File: src/rtl/mcu_sched_pkg.sv
// Shared types and constants for the MCU RAM-cycle scheduler.
package mcu_sched_pkg;

    typedef enum logic [2:0] {
        SLOT_IDLE,
        SLOT_CPU,
        SLOT_DMA,
        SLOT_VID,
        SLOT_SND,
        SLOT_REF
    } slot_t;

    localparam logic [1:0] PH_CPU0 = 2'd0;
    localparam logic [1:0] PH_CPU1 = 2'd1;
    localparam logic [1:0] PH_SH0  = 2'd2;
    localparam logic [1:0] PH_SH1  = 2'd3;

    localparam int unsigned REF_PERIOD_DEF = 32;
    localparam int unsigned REF_URGENT_DEF = 4;

    localparam int unsigned DEFER_W   = 3;
    localparam int unsigned DEFER_MAX = 7;

endpackage

File: src/rtl/mcu_ref_timer.sv
// Refresh timer: RAM-cycle counter, pending flag, defer count and overflow pulse.
module mcu_ref_timer
    import mcu_sched_pkg::*;
#(
    parameter int unsigned REF_PERIOD = REF_PERIOD_DEF
) (
    input  logic               clk32,
    input  logic               res,
    input  logic               cyc_end,
    input  logic               slot_eval,
    input  logic               ref_grant,
    input  logic               ref_done,
    output logic               pending,
    output logic [DEFER_W-1:0] defer,
    output logic               ref_ovf
);

    localparam int unsigned CNT_W = (REF_PERIOD > 1) ? $clog2(REF_PERIOD) : 1;

    logic [CNT_W-1:0] cnt;

    always_ff @(posedge clk32) begin
        if (res) begin
            cnt     <= '0;
            pending <= 1'b0;
            defer   <= '0;
            ref_ovf <= 1'b0;
        end else begin
            ref_ovf <= 1'b0;
            // Defer tracks how many shared slots a pending refresh has lost.
            if (slot_eval) begin
                if (ref_grant) begin
                    defer <= '0;
                end else if (pending && (defer != DEFER_W'(DEFER_MAX))) begin
                    defer <= defer + DEFER_W'(1);
                end
            end
            if (cyc_end) begin
                if (cnt == CNT_W'(REF_PERIOD - 1)) begin
                    cnt     <= '0;
                    pending <= 1'b1;
                    ref_ovf <= pending && !ref_done;
                end else begin
                    cnt <= cnt + CNT_W'(1);
                    if (ref_done) begin
                        pending <= 1'b0;
                    end
                end
            end
        end
    end

endmodule

File: src/rtl/mcu_slot_sched.sv
// MCU shared-RAM slot scheduler: CPU half / shared half arbitration and strobes.
// Optional MCU_SNDPRIO_EN lets a twice-denied sound request outrank video.
module mcu_slot_sched
    import mcu_sched_pkg::*;
#(
    parameter int unsigned REF_PERIOD = REF_PERIOD_DEF,
    parameter int unsigned REF_URGENT = REF_URGENT_DEF
) (
    input  logic       clk32,
    input  logic       res,
    input  logic       en8,
    input  logic       cpu_req,
    input  logic       dma_req,
    input  logic       vid_req,
    input  logic       snd_req,
    input  logic       snd_on,
    output logic [1:0] phase,
    output logic       addrsel,
    output logic       ixdmab,
    output logic       refb,
    output logic       snden,
    output logic       vidb,
    output logic       cmpcycb,
    output logic       dcyc_n,
    output logic       sload_n,
    output logic       vidclk,
    output logic       sndclk,
    output logic       ref_ovf
);

    slot_t              cpu_slot;
    slot_t              sh_slot;
    slot_t              sh_pick;
    slot_t              cpu_pick;
    logic               snd_want;
    logic               ref_urgent;
    logic               ref_pending;
    logic [DEFER_W-1:0] ref_defer;
    logic               cyc_end;
    logic               slot_eval;

`ifdef MCU_SNDPRIO_EN
    logic [1:0] snd_deny;
`endif

    assign cyc_end   = en8 && (phase == PH_SH1);
    assign slot_eval = en8 && (phase == PH_CPU1);

    // Next grants for both halves, evaluated from the current request levels.
    always_comb begin
        snd_want   = snd_on && snd_req;
        ref_urgent = ref_pending && (int'(ref_defer) >= int'(REF_URGENT));
        sh_pick    = SLOT_IDLE;
        cpu_pick   = SLOT_IDLE;
`ifdef MCU_SNDPRIO_EN
        if (snd_want && (snd_deny >= 2'd2)) begin
            sh_pick = SLOT_SND;
        end else
`endif
        if (vid_req) begin
            sh_pick = SLOT_VID;
        end else if (ref_urgent) begin
            sh_pick = SLOT_REF;
        end else if (snd_want) begin
            sh_pick = SLOT_SND;
        end else if (ref_pending) begin
            sh_pick = SLOT_REF;
        end
        if (dma_req) begin
            cpu_pick = SLOT_DMA;
        end else if (cpu_req) begin
            cpu_pick = SLOT_CPU;
        end
    end

    always_ff @(posedge clk32) begin
        if (res) begin
            phase    <= PH_CPU0;
            cpu_slot <= SLOT_IDLE;
            sh_slot  <= SLOT_IDLE;
            addrsel  <= 1'b0;
            ixdmab   <= 1'b1;
            refb     <= 1'b1;
            snden    <= 1'b0;
            vidb     <= 1'b1;
            cmpcycb  <= 1'b1;
            dcyc_n   <= 1'b1;
            sload_n  <= 1'b1;
            vidclk   <= 1'b0;
            sndclk   <= 1'b0;
`ifdef MCU_SNDPRIO_EN
            snd_deny <= 2'd0;
`endif
        end else begin
            sload_n <= 1'b1;
            vidclk  <= 1'b0;
            sndclk  <= 1'b0;
            if (en8) begin
                phase <= phase + 2'd1;
                case (phase)
                    PH_CPU0: begin
                        cmpcycb <= (cpu_slot != SLOT_CPU);
                    end
                    PH_CPU1: begin
                        addrsel <= 1'b1;
                        cmpcycb <= 1'b1;
                        ixdmab  <= 1'b1;
                        sh_slot <= sh_pick;
                        vidb    <= (sh_pick != SLOT_VID);
                        dcyc_n  <= (sh_pick != SLOT_VID);
                        snden   <= (sh_pick == SLOT_SND);
                        refb    <= (sh_pick != SLOT_REF);
`ifdef MCU_SNDPRIO_EN
                        if (!snd_want || (sh_pick == SLOT_SND)) begin
                            snd_deny <= 2'd0;
                        end else if (snd_deny != 2'd2) begin
                            snd_deny <= snd_deny + 2'd1;
                        end
`endif
                    end
                    PH_SH1: begin
                        // Close the shared slot and open the next CPU half.
                        addrsel  <= 1'b0;
                        vidb     <= 1'b1;
                        dcyc_n   <= 1'b1;
                        snden    <= 1'b0;
                        refb     <= 1'b1;
                        vidclk   <= (sh_slot == SLOT_VID);
                        sload_n  <= (sh_slot != SLOT_VID);
                        sndclk   <= (sh_slot == SLOT_SND);
                        sh_slot  <= SLOT_IDLE;
                        cpu_slot <= cpu_pick;
                        ixdmab   <= (cpu_pick != SLOT_DMA);
                    end
                    default: ;
                endcase
            end
        end
    end

    mcu_ref_timer #(
        .REF_PERIOD (REF_PERIOD)
    ) u_ref_timer (
        .clk32     (clk32),
        .res       (res),
        .cyc_end   (cyc_end),
        .slot_eval (slot_eval),
        .ref_grant (sh_pick == SLOT_REF),
        .ref_done  (sh_slot == SLOT_REF),
        .pending   (ref_pending),
        .defer     (ref_defer),
        .ref_ovf   (ref_ovf)
    );

endmodule

File: config.mk
export PLATFORM = sky130hd
export DESIGN_NAME = mcu_slot_sched
export DESIGN_NICKNAME = d
export VERILOG_FILES = /design/src/rtl/mcu_sched_pkg.sv /design/src/rtl/mcu_ref_timer.sv /design/src/rtl/mcu_slot_sched.sv
export SDC_FILE = /design/constraint.sdc
export NUM_CORES = 1
export LEC_CHECK = 0
export CAP_MARGIN = 20
export CORE_MARGIN = 1.5
export CORE_UTILIZATION = 44
export DETAILED_ROUTE_END_ITERATION = 6
export GPL_ROUTABILITY_DRIVEN = 0
export GPL_TIMING_DRIVEN = 0
export PLACE_DENSITY = 0.81
export SYNTH_ARGS = -nofsm -noshare
export SYNTH_HDL_FRONTEND = slang
export SYNTH_SLANG_ARGS = --single-unit
File: constraint.sdc
create_clock -name clk32 -period 1.75 [get_ports clk32]
set_clock_uncertainty 0.15 [all_clocks]
set_input_delay 0.175 -clock clk32 [delete_from_list [all_inputs] [get_ports clk32]]
set_output_delay 0.175 -clock clk32 [all_outputs]
set_load 0.02 [all_outputs]
==> results.md, run 1 <==
* Worst setup margin at 0.0635 ns
* Post-synth top area share at 0.441
* Core footprint at 2500 µm²
* WP data required at 1.84 ns
* Fin Hold WS at 0.0286 ns
* Switch Pwr at 0.257 mW
* Remaining DRCs at 0
* CTS buffer count at 3
* Sequential standard cell area at 523 µm²
* Clk root buf: clkbuf_4
* Synth Warn # at 0
* Hold Fails Final Rpt at 0
* Die area at 3000 µm²
* Seq/Total Area, Yosys at 0.441
* Sequential Power Share at 0.588
* Startpoint type of the worst setup path: flip-flop
* Final cell count without fillers at 185
* Final core utilization at 0.601
* Leakage at 0.566 nW
* Slew Viols, Final at 0
* Synth async-reset ratio at 0
* Min Tclk post-route at 1.69 ns
* Sink Count at 26
* Buffers on Ports at 18
* Crit path max fanout at 8
* Routed Wire Length at 2600 µm
* Iteration-0 DRC Markers at 16
* Multi-input logic area at 634 µm²
* Post-Place Cells at 179
* WL/cell at 14.1 µm
* Via count at 1046
* Yosys top cell by area: dfxtp_1
* Setup TNS at 0 ns
* Synthesized net count at 146
* Worst vdd ir at 0.418 mV
* FILL cells at 231
* HP Class: in2reg
* Count of cell types in the netlist at 37
* Worst-path clk slew at 0.14 ns
* Total gr overflow at 0
* Row Count at 18
* Switching share of power at 0.247
* Final period utilization at 0.964
* Largest net degree at the start of global routing at 15
* Pre-antenna DRT Iters at 4
* First-pass GRT wire length at 4480 µm
* Status: finished clean
* Internal power at 0.786 mW
* Total track usage at 0.207
* ANT cells at 0
* Vias per cell at 5.65
* Post-Place Setup Slack at -0.0814 ns
* Power per cell area at 694 nW/µm²
* Vias in the first global route at 1031
* Clock Latency Late Sink at 0.32 ns
* TritonCTS clock tree: yes
* Synth Register Bits at 26
* Total number of H-tree levels at 1
* RSZ-0062 raised after global routing: false
* Initial antenna violation count at 0
* Top cells by area, synth: dfxtp_1 (44%), ha_1 (7.4%), a21oi_1 (5.5%)
* Top FF cell, synth: dfxtp_1
* Avg Cell Area, Syn at 9.02 µm²
* Post-DP HPWL at 1910 µm
* Initial cell density of the core at 0.472
* Slew @ Worst Pin at 0.525 ns
* Slew headroom at 0.650
* Setup violators final at 0
* Combinational share of power at 0.118
* Antenna-violating nets left at 0
* Max-cap violations at 0
* Worst EP arrival at 1.77 ns
* Number of flops mapped to enable cells by yosys at 0
* Die height at 54.8 µm
* Area growth, synth to finish at 27.2%
* Clock power frac at 0.294
* Netlist Area Pre-Place at 1180 µm²
* Bufs on Longest Clock Path at 2
* Setup CP Type: reg2reg
* Fraction of layout cells with a size suffix above 1 at 0.161
* Post-Synthesis Cells at 131
* CTS Hold Buffers Added at 0
* CP Capture Type: flip-flop
* IO Count at 21
* Die width at 54.8 µm
* Nets@finish at 171
* Peak Freq at 0.593 GHz
[worst paths after layout]
path,slack (ns),endpoint,depth (start not counted),startpoint
max,0.06,u_ref_timer.defer[2],5,phase[1]
min,0.03,cpu_slot[1],3,en8
max reg2reg,0.06,u_ref_timer.defer[2],5,phase[1]
min reg2reg,0.32,cpu_slot[0],2,cpu_slot[0]
[cells in the mapped netlist, types with 2 or more instances]
cell	number
nor2_1	8
nand2_1	10
buf_4	2
clkbuf_1	4
a31oi_1	2
nand2b_1	3
o21bai_1	2
nand3_1	5
nor4_1	2
a311oi_1	3
buf_2	2
o21ai_0	5
a21oi_1	13
and3_1	4
nand4b_1	4
dfxtp_1	26
inv_1	8
a31o_2	3
ha_1	7
[sequential cells by signal (all words and copies together) (netlist names)]
name                 flops
u_ref_timer.ref_ovf      1
cpu_slot                 2
phase                    2
sload_n                  1
snden                    1
sndclk                   1
refb                     1
dcyc_n                   1
u_ref_timer.pending      1
vidclk                   1
cmpcycb                  1
u_ref_timer.cnt          5
sh_slot                  3
addrsel                  1
ixdmab                   1
u_ref_timer.defer        3
[cells in the final DEF (no fill, tap or decap), types with 2 or more instances in the layout]
| cell | instances |
|---|---|
| inv_1 | 8 |
| a31o_2 | 3 |
| dfxtp_1 | 24 |
| buf_2 | 2 |
| ha_4 | 2 |
| clkdlybuf4s50_1 | 16 |
| nand4b_1 | 4 |
| o21bai_1 | 2 |
| clkbuf_4 | 3 |
| clkbuf_1 | 3 |
| nand3_1 | 5 |
| buf_4 | 4 |
| a21oi_1 | 12 |
| nand2_1 | 10 |
| ha_1 | 5 |
| dlymetal6s2s_1 | 2 |
| o21ai_0 | 5 |
| a311oi_1 | 3 |
| and3_1 | 3 |
| a31oi_1 | 2 |
| dfxtp_2 | 2 |
| nand2b_1 | 3 |
| nor2_1 | 8 |
| nor4_1 | 2 |
[cells by family (layout without fill, tap and decap cells)]
kind of cell | after synthesis | count (layout) | share of synthesized area
AND/OR/NAND/NOR | 45 | 45 | 0.217
AO/OA/AOI/OAI | 35 | 35 | 0.193
flip-flops | 26 | 26 | 0.441
buffers and inverters | 16 | 40 | 0.0593
adder cells (fa/ha/maj) | 7 | 7 | 0.0741
XOR/XNOR | 1 | 1 | 0.00742
multiplexers | 1 | 1 | 0.00847
[power groups by stage]
stage / logic [mW] / clock network, mW / registers (mW)
finish: 0.123 / 0.306 / 0.614
floorplan: 0.0624 / 0 / 0.635
global placement: 0.118 / 0 / 0.626
global route: 0.135 / 0.332 / 0.615
detailed placement: 0.121 / 0 / 0.627
CTS: 0.122 / 0.314 / 0.613
[per-stage QoR]
stage               power, mW  cell area, µm²
floorplan               0.697            1190
global placement        0.743            1400
detailed placement      0.747            1400
CTS                      1.05            1470
global route             1.08            1500
finish                   1.04            1500
[worst max-delay path, cell delays in order (launching register included)]
cell and delay (ns):
dfxtp_1 0.40, inv_1 0.08, ha_1 0.27, and3_1 0.26, and3_1 0.19, a31o_2 0.25
[routing by layer]
layer | wire (µm) | vias to the layer above | GRT usage
met4 | 46 | 0 | 0.108
met5 | 0 | - | 0
met1 | 1110 | 489 | 0.254
li1 | - | 524 | -
met2 | 1330 | 27 | 0.347
met3 | 115 | 6 | 0.0301
[layout make-up]
cell class              instances  area share
multi-input cells              89       0.422
flip-flops and latches         26       0.348
repair buffers                 20       0.133
plain buffers                   8      0.0275
well taps                      30      0.0250
clock buffers                   4      0.0241
inverters                       8      0.0200
[timing repair]
| action | in CTS | in global routing |
|---|---|---|
| pin swaps | 1 | 3 |
| hold endpoints to repair | 0 | 0 |
| setup endpoints to repair | 2 | 6 |
| buffers inserted | 2 | 0 |
| resized for setup | 4 | 8 |
(Power assumes the default switching activity.)
==> run 2, diff against run 1 <==
--- a/config.mk
+++ b/config.mk
@@ -11,7 +11,7 @@
 export DETAILED_ROUTE_END_ITERATION = 6
 export GPL_ROUTABILITY_DRIVEN = 0
 export GPL_TIMING_DRIVEN = 0
-export PLACE_DENSITY = 0.81
+export PLACE_DENSITY = 0.79
 export SYNTH_ARGS = -nofsm -noshare
 export SYNTH_HDL_FRONTEND = slang
 export SYNTH_SLANG_ARGS = --single-unit
==> constraint.sdc (replaced) <==
create_clock -name clk32 -period 2 [get_ports clk32]
set_clock_uncertainty 0.15 [all_clocks]
set_input_delay 0.2 -clock clk32 [delete_from_list [all_inputs] [get_ports clk32]]
set_output_delay 0.2 -clock clk32 [all_outputs]
set_load 0.02 [all_outputs]
==> results.md, run 2 (synthesized netlist as in run 1, its figures left out) <==
* Status: finished clean
* Initial cell density of the core at 0.472
* Clk root buf: clkbuf_4
* Area growth, synth to finish at 23.1%
* IO Count at 21
* WL/cell at 14.4 µm
* Worst R2R Start: u_ref_timer.cnt[0]
* Top reg by flops: u_ref_timer.cnt
* Clock Latency Late Sink at 0.33 ns
* Worst R2R Setup Slack at 0.13 ns
* Iteration-0 DRC Markers at 25
* Commonest non-fill, non-tap cell in the layout: dfxtp_1
* Crit path cell chain: ha_1, and3_1, ha_2, or4_1, a21oi_1
* Pre-antenna DRT Iters at 4
* Switch Pwr at 0.234 mW
* FILL cells at 243
* Power per cell area at 696 nW/µm²
* ANT cells at 0
* Buffers on Ports at 18
* Hold path depth at 3
* Internal power at 0.778 mW
* Die width at 54.8 µm
* Sequential Power Share at 0.531
* Worst EP arrival at 1.99 ns
* Vias in the first global route at 1025
* Max reg flops at 5
* Tot Pwr at 1.01 mW
* Sink Count at 26
* Crit path max fanout at 7
* Total gr overflow at 0
* WP data required at 2.12 ns
* Slew @ Worst Pin at 0.506 ns
* WP buf/inv at 0
* Switching share of power at 0.231
* Combinational share of power at 0.107
* Peak Freq at 0.534 GHz
* Leakage at 0.547 nW
* Most frequent cells in the layout: dfxtp_1 (26), clkdlybuf4s50_1 (18), a21oi_1 (13)
* RSZ-0062 raised after global routing: false
* CP Capture Type: flip-flop
* Worst setup margin at 0.128 ns
* TritonCTS clock tree: yes
* Final period utilization at 0.936
* Setup CP Type: reg2reg
* CTS buffer count at 3
* Worst-path clk slew at 0.15 ns
* Nets@finish at 169
* Slew headroom at 0.663
* Clock power frac at 0.362
* Routed Wire Length at 2630 µm
* Max-cap violations at 0
* R2R Path End: u_ref_timer.cnt[3]
* Total number of H-tree levels at 1
* Total track usage at 0.207
* Bufs on Longest Clock Path at 2
* Slowest cell on crit path: or4_1
* Post-DP HPWL at 1880 µm
* Die area at 3000 µm²
* Min-delay src: en8
* Setup Buffers After CTS at 0
* Min Tclk post-route at 1.87 ns
* Worst path top cell family by delay: simple AND/OR/NAND/NOR gates
* Antenna-violating nets left at 0
* Vias per cell at 5.72
* HP Class: in2reg
* Initial antenna violation count at 0
* Crit path largest cell delay at 0.50 ns
* Post-Place Setup Slack at 0.0989 ns
* Hold Path Sink: vidclk
* Row Count at 18
* First-pass GRT wire length at 4400 µm
* Setup violators final at 0
* Remaining DRCs at 0
* Startpoint type of the worst setup path: flip-flop
* Hold Fails Final Rpt at 0
* Setup TNS at 0 ns
* Largest net degree at the start of global routing at 16
* Slew Viols, Final at 0
* Largest regs: u_ref_timer.cnt x5, sh_slot x3, u_ref_timer.defer x3
* Worst R2R Path Depth at 5
* Core footprint at 2500 µm²
* Die height at 54.8 µm
* Worst vdd ir at 0.613 mV
* Via count at 1047
* Fraction of layout cells with a size suffix above 1 at 0.0980
run 2: cell count changes in the layout (fill, tap and decap cells not counted), sizes merged:
cell           previous run  this run
bufinv                    0         1
clkdlybuf4s50            16        18
dlymetal6s2s              2         0
buf                       6         4
clkbuf                    8         7
run 2: power groups by stage:
stage          logic, mW  clock network (mW)  registers, mW
3_5_place_dp       0.107                   0          0.549
5_1_grt            0.118               0.393          0.539
6_report           0.108               0.366          0.537
3_3_place_gp       0.103                   0          0.547
2_1_floorplan     0.0545                   0          0.555
4_1_cts            0.108               0.375          0.537
run 2: cell type report:
class / instances / area, µm² / share of cell area
Buffer: 8 / 40.0 / 0.0275
Clock buffer: 3 / 22.5 / 0.0155
Clock inverter: 1 / 30.0 / 0.0207
Inverter: 8 / 30.0 / 0.0207
Multi-Input combinational cell: 89 / 593 / 0.408
Sequential cell: 26 / 520 / 0.358
Tap cell: 30 / 37.5 / 0.0258
Timing Repair Buffer: 18 / 180 / 0.124
run 2: timing repair:
action                                  4_1_cts  5_1_grt
endpoints found under the setup margin        0        2
endpoints found under the hold margin         0        0
hold buffers                                  0        0
resized for setup                             0        1
run 2: metrics by stage:
stage                     std cells   util  cell area [µm²]  hold WS (ns)
after CTS                       183  0.581             1450        0.0520
after global routing            183  0.582             1450        0.0704
after global placement          179  0.560             1400         0.289
final                           183  0.582             1450        0.0588
after floorplan                 131      -             1180         0.204
after detailed placement        179  0.560             1400         0.301
run 2: tightest hold or removal path: stages:
cell     delay (ns)
buf_4          0.15
nand2_2        0.09
nor4_1         0.07
run 2: worst max path at each step:
stage	startpoint	endpoint	slack, ns	cells after the start
floorplan	u_ref_timer.cnt[0]	u_ref_timer.cnt[3]	0.20	5
global placement	u_ref_timer.cnt[0]	u_ref_timer.cnt[3]	0.13	5
detailed placement	u_ref_timer.cnt[0]	u_ref_timer.cnt[3]	0.1	5
CTS	u_ref_timer.cnt[0]	u_ref_timer.cnt[3]	0.07	5
global route	u_ref_timer.cnt[0]	u_ref_timer.cnt[3]	0.03	5
finish	u_ref_timer.cnt[0]	u_ref_timer.cnt[3]	0.13	5
run 2: routing by layer:
metal,share of wire,vias up,GRT usage
met3,0.040,4,0.0246
met4,0.014,0,0.0875
li1,-,517,-
met5,0,-,0
met2,0.50,31,0.369
met1,0.45,495,0.245
==> run 3, diff against run 2 <==
--- a/config.mk
+++ b/config.mk
@@ -10,7 +10,6 @@
 export CORE_UTILIZATION = 44
 export DETAILED_ROUTE_END_ITERATION = 6
 export GPL_ROUTABILITY_DRIVEN = 0
-export GPL_TIMING_DRIVEN = 0
 export PLACE_DENSITY = 0.79
 export SYNTH_ARGS = -nofsm -noshare
 export SYNTH_HDL_FRONTEND = slang
==> results.md, run 3 (synthesized netlist as in run 1, its figures left out) <==
* FILL cells at 229
* Fin area at 1470 µm²
* Hold Path Sink: cpu_slot[0]
* Die area at 3000 µm²
* IO Count at 21
* First-pass GRT wire length at 3950 µm
* Multi-input logic area at 591 µm²
* Pre-antenna DRT Iters at 4
* Worst-path clk slew at 0.14 ns
* CTS Hold Buffers Added at 0
* CTS buffer count at 3
* Buffers on Ports at 20
* Worst vdd ir at 0.419 mV
* Total number of H-tree levels at 1
* Switch Pwr at 0.232 mW
* Setup CP Type: reg2reg
* Area growth, synth to finish at 24.4%
* Sequential Power Share at 0.530
* Post-Place Setup Slack at 0.117 ns
* Min Tclk post-route at 1.90 ns
* Row Count at 18
* Top reg by flops: u_ref_timer.cnt
* Worst R2R Path Depth at 5
* Total track usage at 0.185
* Sequential standard cell area at 520 µm²
* Antenna-violating nets left at 0
* Most frequent cells in the layout: dfxtp_1 (26), clkdlybuf4s50_1 (20), a21oi_1 (13)
* HP Class: in2reg
* RSZ-0062 raised after global routing: false
* Bufs on Longest Clock Path at 2
* Clock power frac at 0.364
* Routed Wire Length at 2390 µm
* Initial cell density of the core at 0.472
* TritonCTS clock tree: yes
* Remaining DRCs at 0
* Slew headroom at 0.695
* Slew Viols, Final at 0
* Cell Area, Placed at 1420 µm²
* Setup violators final at 0
* Internal power at 0.782 mW
* ANT cells at 0
* Core footprint at 2500 µm²
* Max-cap violations at 0
* Initial antenna violation count at 0
* Slew @ Worst Pin at 0.456 ns
* Power per cell area at 690 nW/µm²
* Leakage at 0.559 nW
* Hold path depth at 3
* Post-Place Cells at 178
* Combinational share of power at 0.106
* Min-delay src: cpu_req
* R2R Path End: u_ref_timer.cnt[3]
* Peak Freq at 0.527 GHz
* Iteration-0 DRC Markers at 24
* Switching share of power at 0.229
* Via count at 1035
* Total gr overflow at 0
* Commonest non-fill, non-tap cell in the layout: dfxtp_1
* Cts repair resizes at 0
* Clock Latency Late Sink at 0.33 ns
* Worst R2R Start: u_ref_timer.cnt[0]
* Final cell count without fillers at 182
* Die height at 54.8 µm
* Tot Pwr at 1.01 mW
* Status: finished clean
* Largest net degree at the start of global routing at 16
* Die width at 54.8 µm
* WP data required at 2.12 ns
* Sink Count at 26
* CP Capture Type: flip-flop
* Final period utilization at 0.949
* Crit path max fanout at 7
* Largest regs: u_ref_timer.cnt x5, sh_slot x3, u_ref_timer.defer x3
* Worst EP arrival at 2.02 ns
* Vias in the first global route at 915
* Worst R2R Setup Slack at 0.10 ns
* Nets@finish at 168
* Post-DP HPWL at 1750 µm
* Fraction of layout cells with a size suffix above 1 at 0.0987
* Worst setup margin at 0.102 ns
* Max reg flops at 5
* Clk root buf: clkbuf_4
* Setup Buffers After CTS at 0
* Vias per cell at 5.69
* Startpoint type of the worst setup path: flip-flop
* Setup TNS at 0 ns
* Hold Fails Final Rpt at 0
* WL/cell at 13.1 µm
run 3: cell types whose count changed in the layout (fill, tap and decap cells not counted), sizes merged:
cell           previous run  this run
buf                       4         5
clkbuf                    7         3
clkdlybuf4s50            18        20
run 3: critical path, stage by stage, from the launching register on:
cell,delay [ns]
dfxtp_1,0.37
ha_1,0.22
and3_1,0.18
ha_1,0.26
or4_1,0.51
a21oi_1,0.15
run 3: final cells by class:
class	count	share of cell area
Sequential cell	26	0.354
Clock inverter	1	0.0204
Tap cell	30	0.0256
Multi-Input combinational cell	89	0.402
Clock buffer	3	0.0153
Inverter	8	0.0204
Timing Repair Buffer	25	0.162
run 3: power groups by stage:
stage | Clock, mW | Combinational [mW] | Sequential, mW
detailed placement | 0 | 0.108 | 0.549
global placement | 0 | 0.105 | 0.548
floorplan | 0 | 0.0545 | 0.555
global route | 0.400 | 0.119 | 0.539
finish | 0.369 | 0.108 | 0.537
CTS | 0.377 | 0.109 | 0.538
run 3: stage by stage:
| stage | hold slack [ns] | utilization |
|---|---|---|
| 4_1_cts | 0.300 | 0.588 |
| 2_1_floorplan | 0.204 | - |
| 6_report | 0.310 | 0.588 |
| 5_1_grt | 0.335 | 0.588 |
| 3_5_place_dp | 0.290 | 0.567 |
| 3_3_place_gp | 0.288 | 0.567 |
run 3: layer usage:
layer	GRT usage	share of wire
met2	0.304	0.49
met4	0.0875	0.018
met3	0.0246	0.038
met5	0	0
met1	0.237	0.46
run 3: worst max path at each step:
stage	cells after the start	end	from	slack, ns
after CTS	5	u_ref_timer.cnt[3]	u_ref_timer.cnt[0]	0.09
final	5	u_ref_timer.cnt[3]	u_ref_timer.cnt[0]	0.10
after global placement	5	u_ref_timer.cnt[3]	u_ref_timer.cnt[0]	0.17
after detailed placement	5	u_ref_timer.cnt[3]	u_ref_timer.cnt[0]	0.12
after floorplan	5	u_ref_timer.cnt[3]	u_ref_timer.cnt[0]	0.20
after global routing	5	u_ref_timer.cnt[3]	u_ref_timer.cnt[0]	0.0002
